**src/rtl/otter_csr_unit.sv**
```systemverilog
// -----------------------------------------------------------------------------
// otter_csr_unit
// Machine-mode CSR file and trap sequencer for the pipelined Otter, located in
// the execute stage. Executes Zicsr read-modify-write operations, returns the
// old CSR value for register write-back, takes external interrupts and mret
// returns, and hands fetch a redirect target plus flush request.
//
// Ports:
//   CLK, RST_N          clock, asynchronous active-low reset
//   ex_valid            execute-stage instruction is real (not bubble/squashed)
//   csr_en, mret        decoder strobes
//   funct3, csr_addr    CSR operation select and address (instr[31:20])
//   rs1_data, zimm      register / immediate source operands
//   ex_pc               PC of the execute-stage instruction
//   intr                asynchronous level-sensitive external interrupt
//   csr_rdata           old value of the addressed CSR (combinational)
//   redirect            flush pipeline and fetch from redirect_pc
//   redirect_pc         redirect target
//   int_taken           current redirect is an interrupt entry
// -----------------------------------------------------------------------------
module otter_csr_unit #(
    parameter int          FLUSH_CYCLES = 2,
    parameter logic [31:0] MTVEC_RESET  = 32'h0000_0000
) (
    input  logic        CLK,
    input  logic        RST_N,
    input  logic        ex_valid,
    input  logic        csr_en,
    input  logic        mret,
    input  logic [2:0]  funct3,
    input  logic [11:0] csr_addr,
    input  logic [31:0] rs1_data,
    input  logic [4:0]  zimm,
    input  logic [31:0] ex_pc,
    input  logic        intr,
    output logic [31:0] csr_rdata,
    output logic        redirect,
    output logic [31:0] redirect_pc,
    output logic        int_taken
);
    // A zero-cycle flush still needs a legal (unused) counter width.
    localparam int CW = (FLUSH_CYCLES > 0) ? $clog2(FLUSH_CYCLES + 1) : 1;
    localparam logic [CW-1:0] CNT_LOAD = (FLUSH_CYCLES > 0) ? CW'(FLUSH_CYCLES - 1) : '0;

    localparam logic [11:0] A_MSTATUS  = 12'h300;
    localparam logic [11:0] A_MIE      = 12'h304;
    localparam logic [11:0] A_MTVEC    = 12'h305;
    localparam logic [11:0] A_MSCRATCH = 12'h340;
    localparam logic [11:0] A_MEPC     = 12'h341;
    localparam logic [11:0] A_MCAUSE   = 12'h342;
    localparam logic [11:0] A_MIP      = 12'h344;

    typedef enum logic {RUN = 1'b0, FLUSH = 1'b1} state_t;

    state_t        state_q, state_d;
    logic [CW-1:0] cnt_q, cnt_d;
    logic          sync1_q, meip_q;
    logic          mie_q, mie_d;       // mstatus.MIE
    logic          mpie_q, mpie_d;     // mstatus.MPIE
    logic          meie_q, meie_d;     // mie.MEIE
    logic [31:0]   mtvec_q, mtvec_d;
    logic [31:0]   mscratch_q, mscratch_d;
    logic [31:0]   mepc_q, mepc_d;
    logic [31:0]   mcause_q, mcause_d;

    logic          run;
    logic          int_take;
    logic          mret_take;
    logic [31:0]   src;
    logic [31:0]   wdata;
    logic          wr_req;
    logic          csr_we;

    // Old-value read mux.
    always_comb begin
        csr_rdata = 32'h0;
        case (csr_addr)
            A_MSTATUS:  csr_rdata = {24'h0, mpie_q, 3'b000, mie_q, 3'b000};
            A_MIE:      csr_rdata = {20'h0, meie_q, 11'h0};
            A_MTVEC:    csr_rdata = mtvec_q;
            A_MSCRATCH: csr_rdata = mscratch_q;
            A_MEPC:     csr_rdata = mepc_q;
            A_MCAUSE:   csr_rdata = mcause_q;
            A_MIP:      csr_rdata = {20'h0, meip_q, 11'h0};
            default:    csr_rdata = 32'h0;
        endcase
    end

    // Operation decode. RS/RC with a zero source must not write at all.
    always_comb begin
        src    = funct3[2] ? {27'h0, zimm} : rs1_data;
        wdata  = 32'h0;
        wr_req = 1'b0;
        case (funct3[1:0])
            2'b01: begin wdata = src;               wr_req = 1'b1;          end
            2'b10: begin wdata = csr_rdata | src;   wr_req = (src != 32'h0); end
            2'b11: begin wdata = csr_rdata & ~src;  wr_req = (src != 32'h0); end
            default: begin wdata = 32'h0;           wr_req = 1'b0;          end
        endcase
    end

    // Trap arbitration: interrupt > mret > CSR write.
    assign run         = (state_q == RUN);
    assign int_take    = run && ex_valid && mie_q && meie_q && meip_q;
    assign mret_take   = run && ex_valid && mret && !int_take;
    assign csr_we      = run && ex_valid && csr_en && !int_take && !mret_take && wr_req;
    assign redirect    = int_take || mret_take;
    assign int_taken   = int_take;
    assign redirect_pc = int_take ? mtvec_q : mepc_q;

    // Next-state for FSM and CSR file.
    always_comb begin
        state_d    = state_q;
        cnt_d      = cnt_q;
        mie_d      = mie_q;
        mpie_d     = mpie_q;
        meie_d     = meie_q;
        mtvec_d    = mtvec_q;
        mscratch_d = mscratch_q;
        mepc_d     = mepc_q;
        mcause_d   = mcause_q;

        if (csr_we) begin
            case (csr_addr)
                A_MSTATUS:  begin mie_d = wdata[3]; mpie_d = wdata[7]; end
                A_MIE:      meie_d     = wdata[11];
                A_MTVEC:    mtvec_d    = {wdata[31:2], 2'b00};
                A_MSCRATCH: mscratch_d = wdata;
                A_MEPC:     mepc_d     = {wdata[31:2], 2'b00};
                A_MCAUSE:   mcause_d   = wdata;
                default:    ;
            endcase
        end

        if (int_take) begin
            mepc_d   = {ex_pc[31:2], 2'b00};
            mcause_d = 32'h8000_000B;
            mpie_d   = mie_q;
            mie_d    = 1'b0;
        end else if (mret_take) begin
            mie_d  = mpie_q;
            mpie_d = 1'b1;
        end

        case (state_q)
            RUN: begin
                if (redirect && (FLUSH_CYCLES > 0)) begin
                    state_d = FLUSH;
                    cnt_d   = CNT_LOAD;
                end
            end
            FLUSH: begin
                // Counter was loaded with FLUSH_CYCLES-1, so leaving at zero
                // yields exactly FLUSH_CYCLES cycles here.
                if (cnt_q == '0) begin
                    state_d = RUN;
                end else begin
                    cnt_d = cnt_q - 1'b1;
                end
            end
            default: state_d = RUN;
        endcase
    end

    always_ff @(posedge CLK or negedge RST_N) begin
        if (!RST_N) begin
            state_q    <= RUN;
            cnt_q      <= '0;
            sync1_q    <= 1'b0;
            meip_q     <= 1'b0;
            mie_q      <= 1'b0;
            mpie_q     <= 1'b0;
            meie_q     <= 1'b0;
            mtvec_q    <= {MTVEC_RESET[31:2], 2'b00};
            mscratch_q <= 32'h0;
            mepc_q     <= 32'h0;
            mcause_q   <= 32'h0;
        end else begin
            state_q    <= state_d;
            cnt_q      <= cnt_d;
            sync1_q    <= intr;
            meip_q     <= sync1_q;
            mie_q      <= mie_d;
            mpie_q     <= mpie_d;
            meie_q     <= meie_d;
            mtvec_q    <= mtvec_d;
            mscratch_q <= mscratch_d;
            mepc_q     <= mepc_d;
            mcause_q   <= mcause_d;
        end
    end

endmodule

```
**config.mk**
```make
export PLATFORM = sky130hd
export DESIGN_NAME = otter_csr_unit
export DESIGN_NICKNAME = d
export VERILOG_FILES = /design/src/rtl/otter_csr_unit.sv
export SDC_FILE = /design/constraint.sdc
export NUM_CORES = 1
export LEC_CHECK = 0
export ABC_AREA = 1
export CORE_AREA = 2 2 126 128
export CTS_CLUSTER_DIAMETER = 40
export DETAILED_ROUTE_END_ITERATION = 6
export DIE_AREA = 0 0 128 130
export GPL_TIMING_DRIVEN = 0
export PLACE_DENSITY = 0.87
export SYNTH_ARGS = -nofsm -noshare
export SYNTH_HDL_FRONTEND = slang
export SYNTH_SLANG_ARGS = --single-unit
```
**constraint.sdc**
```tcl
create_clock -name CLK -period 2.4 [get_ports CLK]
set_input_delay 0.24 -clock CLK [delete_from_list [all_inputs] [get_ports CLK]]
set_output_delay 0.24 -clock CLK [all_outputs]
set_load 0.03 [all_outputs]
```
==> impl_metrics.py, run 1 <==
metrics = {
    "critical_path": {
        "worst_path_max_delay_cell": "clkdlybuf4s50_1",
        "path_max_fanout": 10,
        "cp.arrival_ps": 2160,
        "cp-startpoint": "csr_addr[8]",
        "path_cells": "clkdlybuf4s50_1 -> nand2_1 -> inv_1 -> nand2_1 -> nor2_4 -> buf_6 -> buf_4 -> nand3_1 -> o21ai_1 -> buf_2",
        "start_kind": "input pin",
        "cp-endpoint": "csr_rdata[0]",
        "timing.rr.start": "meie_q",
        "max_stage_delay_ps": 450,
        "ff2ff_path_depth": 11,
        "worst_path_most_repeated_cell": "nand2_1",
        "reg2reg_to": "mtvec_q[9]",
        "r2r_setup_slack_ps": 60,
        "worstSetupPathType": "input pin to primary output",
        "crit_path_end_kind": "primary output",
        "timing.critical_path.required_ps": 2160,
    },
    "placement": {
        "place_congestion": 0.967,
        "place_inst": 1531,
        "post-dp-hpwl_um": 20900,
        "placed_cell_area_um2": 9690,
        "io_buffers": 150,
        "dp_slack_ps": -1160,
    },
    "sta": {
        "slew_headroom_pct": 48.1,
        "finalWorstSetupSlack_ps": -4.78,
        "hold_violations": 0,
        "fin_crit_sh_pct": 100,
        "slew_violations": 0,
        "skew_ps": 8.02,
        "rsz0062_at_grt": "yes",
        "max_slew.worst_pin.slew_ps": 778,
        "fin_hold_ws_ps": 256,
        "clock.fmax_mhz": 416,
        "finalSetupViolCount": 2,
        "fin_crit_ps": 2400,
    },
    "finish": {
        "fin_area_um2": 10400,
        "drive_gt1_share_pct": 14.1,
        "multi_input_area_um2": 3970,
        "instances_no_fill": 1571,
        "n_antenna_cell": 0,
        "final_nets": 1457,
        "fin_util_pct": 67.7,
        "regArea_um2": 3300,
        "area_delta_synth_final_pct": 31.9,
        "nFillCells": 1276,
    },
    "global_route": {
        "grt_overflow": 0,
        "grt_pass1_wl_um": 49100,
        "antenna_found_initial": 0,
        "track_usage_pct": 39.0,
        "grt_max_degree": 82,
        "grt_pass1_vias": 9344,
    },
    "yosys": {
        "ys_ff_latch": 132,
        "synth_top_family_by_area": "simple AND/OR/NAND/NOR gates",
        "ys_warn_count": 0,
        "synth_cell_type_count": 30,
        "synth_mux_area_share_pct": 0,
        "syn_inst": 1187,
        "syn_avg_cell_area_um2": 6.67,
        "syn-cell-area_um2": 7920,
        "synth_fa_ha_area_share_pct": 0.158,
        "ys_seq_area_share_pct": 41.7,
        "synth_xor_area_share_pct": 0,
        "synth-compound-area-share_pct": 6.16,
        "yosys.area_share.simple_pct": 42.6,
    },
    "clocking": {
        "clockBufferDepth": 2,
        "cts_inserted_buffers": 17,
        "htree_levels": 4,
        "clock-sinks": 132,
        "clk_latency_ps": 440,
        "cts_root_buf": "clkbuf_16",
        "clk_pin_slew_worst_paths_ps": 60,
        "cts_tree": "yes",
    },
    "floorplan": {
        "dieArea_um2": 16600,
        "initial_core_util_pct": 51.3,
        "fp.dieW_um": 128,
        "coreArea_um2": 15400,
        "die_y_um": 130,
        "core.rowCount": 46,
        "pin_count": 156,
    },
    "power": {
        "p_per_area_nw_per_um2": 560,
        "leakagePower_nw": 5.61,
        "vdd_drop_max_mv": 0.550,
    },
    "drt": {
        "via_count": 9649,
        "top_layer": "met4",
        "wl_per_cell_um": 20.5,
        "met3WireLength_um": 4890,
        "drt_wl_total_um": 32200,
        "ant_nets": 0,
        "wl_met2_um": 14200,
        "firstDrtPassIters": 7,
        "drc": 1,
        "first_iter_violations": 1615,
        "met1_length_um": 11000,
        "viasPerCell": 6.14,
    },
    "status": {
        "violations": "design-rule violations, negative setup slack",
        "status": "finished with violations",
    },
    "hold_path": {
        "hp-class": "input pin to flip-flop",
    },
    "job": {
        "drv_cap": 0,
    },
}
==> placed cells by master (no fill, tap or decap), types with 2 or more instances in the layout <==
master	count
o21ai_2	7
clkbuf_16	17
inv_1	86
o211ai_1	2
clkdlybuf4s15_2	13
o21ai_1	26
buf_2	44
inv_2	3
nand4_1	17
nor2_1	65
nand3_1	220
clkbuf_2	9
clkbuf_4	17
bufinv_16	5
nor2_2	2
clkbuf_8	7
nor2_4	11
or2_2	5
clkinv_2	4
buf_6	17
clkdlybuf4s50_1	85
conb_1	2
nand2_1	464
buf_4	24
nand2_2	3
nand3_2	2
dfrtp_1	132
o21ai_0	57
buf_1	4
clkbuf_1	14
==> where the power goes <==
| group | switching [W] | internal, W |
|---|---|---|
| sequential | 0.0000159 | 0.00226 |
| clock | 0.00102 | 0.00195 |
| combinational | 0.000364 | 0.000238 |
==> cell usage after synthesis, drive strengths merged <==
cell type / n / share of area, %
nand2: 468 / 22
nand3: 222 / 14
dfrtp: 132 / 42
o21ai: 90 / 5.8
inv: 89 / 4.2
nor2: 78 / 4.0
buf: 43 / 3.5
clkbuf: 30 / 1.4
nand4: 17 / 1.3
or2: 5 / 0.39
clkinv: 3 / 0.14
nor3: 2 / 0.27
o211ai: 2 / 0.19
a21oi: 1 / 0.063
conb: 1 / 0.047
ha: 1 / 0.16
nand3b: 1 / 0.095
nor3b: 1 / 0.095
o22ai: 1 / 0.079
==> layer usage <==
layer	vias to the layer above	track usage, %
met5	-	0
met4	0	24.4
met3	204	11.9
met2	872	60.4
met1	4411	48.0
li1	4162	-
==> cell type report <==
class	instances	area share (%)
tap	192	2.30
timing repair buffer	160	13.5
clock buffer	23	4.67
buffer	72	4.95
clock inverter	9	1.65
sequential	132	31.6
inverter	92	3.34
multi-input combinational	891	38.0
==> worst min path at each step <==
stage / endpoint / slack (ps) / cells past startpoint / start
after detailed placement: mepc_q[6] / 230 / 1 / RST_N
after CTS: sync1_q / 260 / 1 / intr
final: sync1_q / 260 / 1 / intr
after floorplan: cnt_q[0] / -60 / 0 / RST_N
after global routing: sync1_q / 270 / 1 / intr
after global placement: meip_q / 340 / 0 / sync1_q
==> cell families (layout without fill, tap and decap cells) <==
group,count (synthesis),count (layout)
adder cells (fa/ha/maj),1,1
flip-flops,132,132
AND/OR/NAND/NOR,794,794
buffers and inverters,165,356
other,1,2
AO/OA/AOI/OAI,94,94
==> what timing repair did <==
action | in CTS | in global routing
gates resized for setup | 313 | 108
pin swaps | 4 | 2
hold buffers | 1 | 0
hold endpoints to repair | 51 | 0
setup endpoints to repair | 82 | 171
setup buffers | 7 | 1
==> critical path, delay by kind of cell <==
| kind | cells | cell delay (ps) |
|---|---|---|
| compound gates | 1 | 200 |
| simple gates | 4 | 540 |
| buf+inv | 5 | 1170 |
==> state kept, by name, summed over array words and instances (netlist names) <==
name,count
mcause_q,32
state_q,1
mie_q,1
sync1_q,1
meie_q,1
cnt_q,2
mepc_q,30
mscratch_q,32
mtvec_q,30
mpie_q,1
meip_q,1
==> stage by stage <==
stage	power, W	setup TNS, ps
after CTS	0.00578	-88.8
after global placement	0.00286	-641860
after floorplan	0.00257	-14.2
after global routing	0.00596	-615
after detailed placement	0.00288	-97830
final	0.00585	-7.23
Power figures use the tool's default switching activity.
==> run 2: changes to the inputs <==
--- a/config.mk
+++ b/config.mk
@@ -15,3 +15,4 @@
 export SYNTH_ARGS = -nofsm -noshare
 export SYNTH_HDL_FRONTEND = slang
 export SYNTH_SLANG_ARGS = --single-unit
+export TNS_END_PERCENT = 1
==> impl_metrics.py, run 2 (same netlist as run 1, synthesis figures left out) <==
metrics = {
    "status": {
        "status": "finished with violations",
        "violations": "design-rule violations, negative setup slack",
    },
    "placement": {
        "dp_slack_ps": -1160,
        "place_congestion": 0.967,
        "io_buffers": 150,
        "place_inst": 1531,
        "post-dp-hpwl_um": 20900,
        "placed_cell_area_um2": 9690,
    },
    "critical_path": {
        "timing.rr.start": "mie_q",
        "timing.critical_path.required_ps": 2160,
        "start_kind": "flip-flop",
        "crit_path_end_kind": "primary output",
        "path_cells": "nand3_1 -> nor2_4 -> clkinv_2 -> clkbuf_1 -> o21ai_0 -> clkdlybuf4s15_2",
        "worstSetupPathType": "flip-flop to primary output",
        "max_stage_delay_ps": 390,
        "cp-startpoint": "mie_q",
        "cp.arrival_ps": 2230,
        "worst_path_max_delay_cell": "dfrtp_1",
        "path_max_fanout": 10,
    },
    "drt": {
        "first_iter_violations": 1569,
        "ant_nets": 0,
        "drc": 3,
        "via_count": 9608,
        "viasPerCell": 6.13,
        "wl_per_cell_um": 20.3,
        "drt_wl_total_um": 31800,
        "firstDrtPassIters": 7,
    },
    "global_route": {
        "grt_overflow": 0,
        "grt_pass1_vias": 9344,
        "gr-usage-met3_pct": 11.6,
        "grt_use_met2_pct": 59.3,
        "antenna_found_initial": 0,
        "grt_pass1_wl_um": 48400,
        "grt_max_degree": 82,
        "track_usage_pct": 38.4,
        "busiest_layer": "met2",
        "grtUsageMet1_pct": 47.2,
    },
    "floorplan": {
        "initial_core_util_pct": 51.3,
        "fp.dieW_um": 128,
        "coreArea_um2": 15400,
        "die_y_um": 130,
        "core.rowCount": 46,
        "pin_count": 156,
        "dieArea_um2": 16600,
    },
    "sta": {
        "skew_ps": 5.28,
        "setup-tns-final_ps": -551,
        "rsz0062_at_grt": "yes",
        "fin_crit_sh_pct": 103,
        "clock.fmax_mhz": 404,
        "fin_crit_ps": 2470,
        "max_slew.worst_pin.slew_ps": 796,
        "fin_hold_ws_ps": 252,
        "slew_headroom_pct": 46.9,
        "slew_violations": 0,
        "finalWorstSetupSlack_ps": -72.7,
        "hold_violations": 0,
        "finalSetupViolCount": 17,
    },
    "power": {
        "vdd_drop_max_mv": 0.555,
        "p_per_area_nw_per_um2": 557,
        "leakagePower_nw": 5.59,
    },
    "clocking": {
        "cts_tree": "yes",
        "htree_levels": 4,
        "cts_root_buf": "clkbuf_16",
        "clockBufferDepth": 2,
        "clock-sinks": 132,
        "clk_latency_ps": 440,
        "clk_pin_slew_worst_paths_ps": 60,
        "cts_inserted_buffers": 17,
    },
    "finish": {
        "fin_area_um2": 10500,
        "regArea_um2": 3300,
        "final_common_cell": "nand2_1",
        "instances_no_fill": 1568,
        "area_delta_synth_final_pct": 32.2,
        "multi_input_area_um2": 3960,
        "final_cell_mix": "464 x nand2_1, 219 x nand3_1, 132 x dfrtp_1, 86 x inv_1, 84 x clkdlybuf4s50_1",
        "drive_gt1_share_pct": 13.7,
        "n_antenna_cell": 0,
        "nFillCells": 1266,
        "reg_top3": "mcause_q: 32 flops, mscratch_q: 32 flops",
        "final_nets": 1454,
    },
    "job": {
        "drv_cap": 0,
    },
    "hold_path": {
        "hp-class": "input pin to flip-flop",
        "min-delay-start": "intr",
    },
}
run 2: changes by cell type in the layout (fill, tap and decap cells not counted), sizes merged:
cell           before  now
clkbuf             64   57
dlymetal6s2s        1    2
clkdlybuf4s15      13   25
buf                90   82
clkdlybuf4s50      85   84
run 2: path summary, 6_finish.rpt:
kind / endpoint / slack (ps) / depth (start not counted)
setup / recovery: redirect_pc[25] / -70 / 6
hold / removal: sync1_q / 250 / 1
setup reg to reg: mcause_q[28] / 90 / 11
hold reg to reg: meip_q / 350 / 0
max in group asynchronous: mepc_q[15] / 1240 / 3
min in group asynchronous: mepc_q[4] / 350 / 2
run 2: timing repair:
action / 4_1_cts / 5_1_grt
setup buffers: 1 / 3
endpoints found under the setup margin: 82 / 178
gates resized for setup: 282 / 95
pin swaps: 1 / 2
hold endpoints to repair: 51 / 0
hold buffers: 1 / 0
run 2: where the power goes:
group	internal, W	switching (W)
clock network	0.00195	0.00101
registers	0.00226	0.0000164
logic	0.000236	0.000361
run 2: critical path: cells and delay by family, from the launching register on:
kind / cells / cell delay [ps]
AO/OA/AOI/OAI: 1 / 310
flip-flops: 1 / 390
AND/OR/NAND/NOR: 2 / 300
buffers and inverters: 3 / 780
run 2: per-stage QoR:
stage	power, W	util [%]
2_1_floorplan	0.00257	-
3_3_place_gp	0.00286	62.7
3_5_place_dp	0.00288	62.8
4_1_cts	0.00578	68.2
5_1_grt	0.00596	67.9
6_report	0.00584	67.9
run 2: layout make-up:
class	count	area share, %
Clock buffer	23	4.66
Timing Repair Buffer	156	13.6
Multi-Input combinational cell	891	37.8
Tap cell	192	2.29
Sequential cell	132	31.5
Inverter	92	3.33
Buffer	73	5.05
Clock inverter	9	1.65
run 2: metal layers:
| metal | share of wire (%) | up-vias |
|---|---|---|
| li1 | - | 4168 |
| met1 | 35 | 4363 |
| met2 | 44 | 868 |
| met3 | 14 | 209 |
| met4 | 6.7 | 0 |
| met5 | 0 | - |
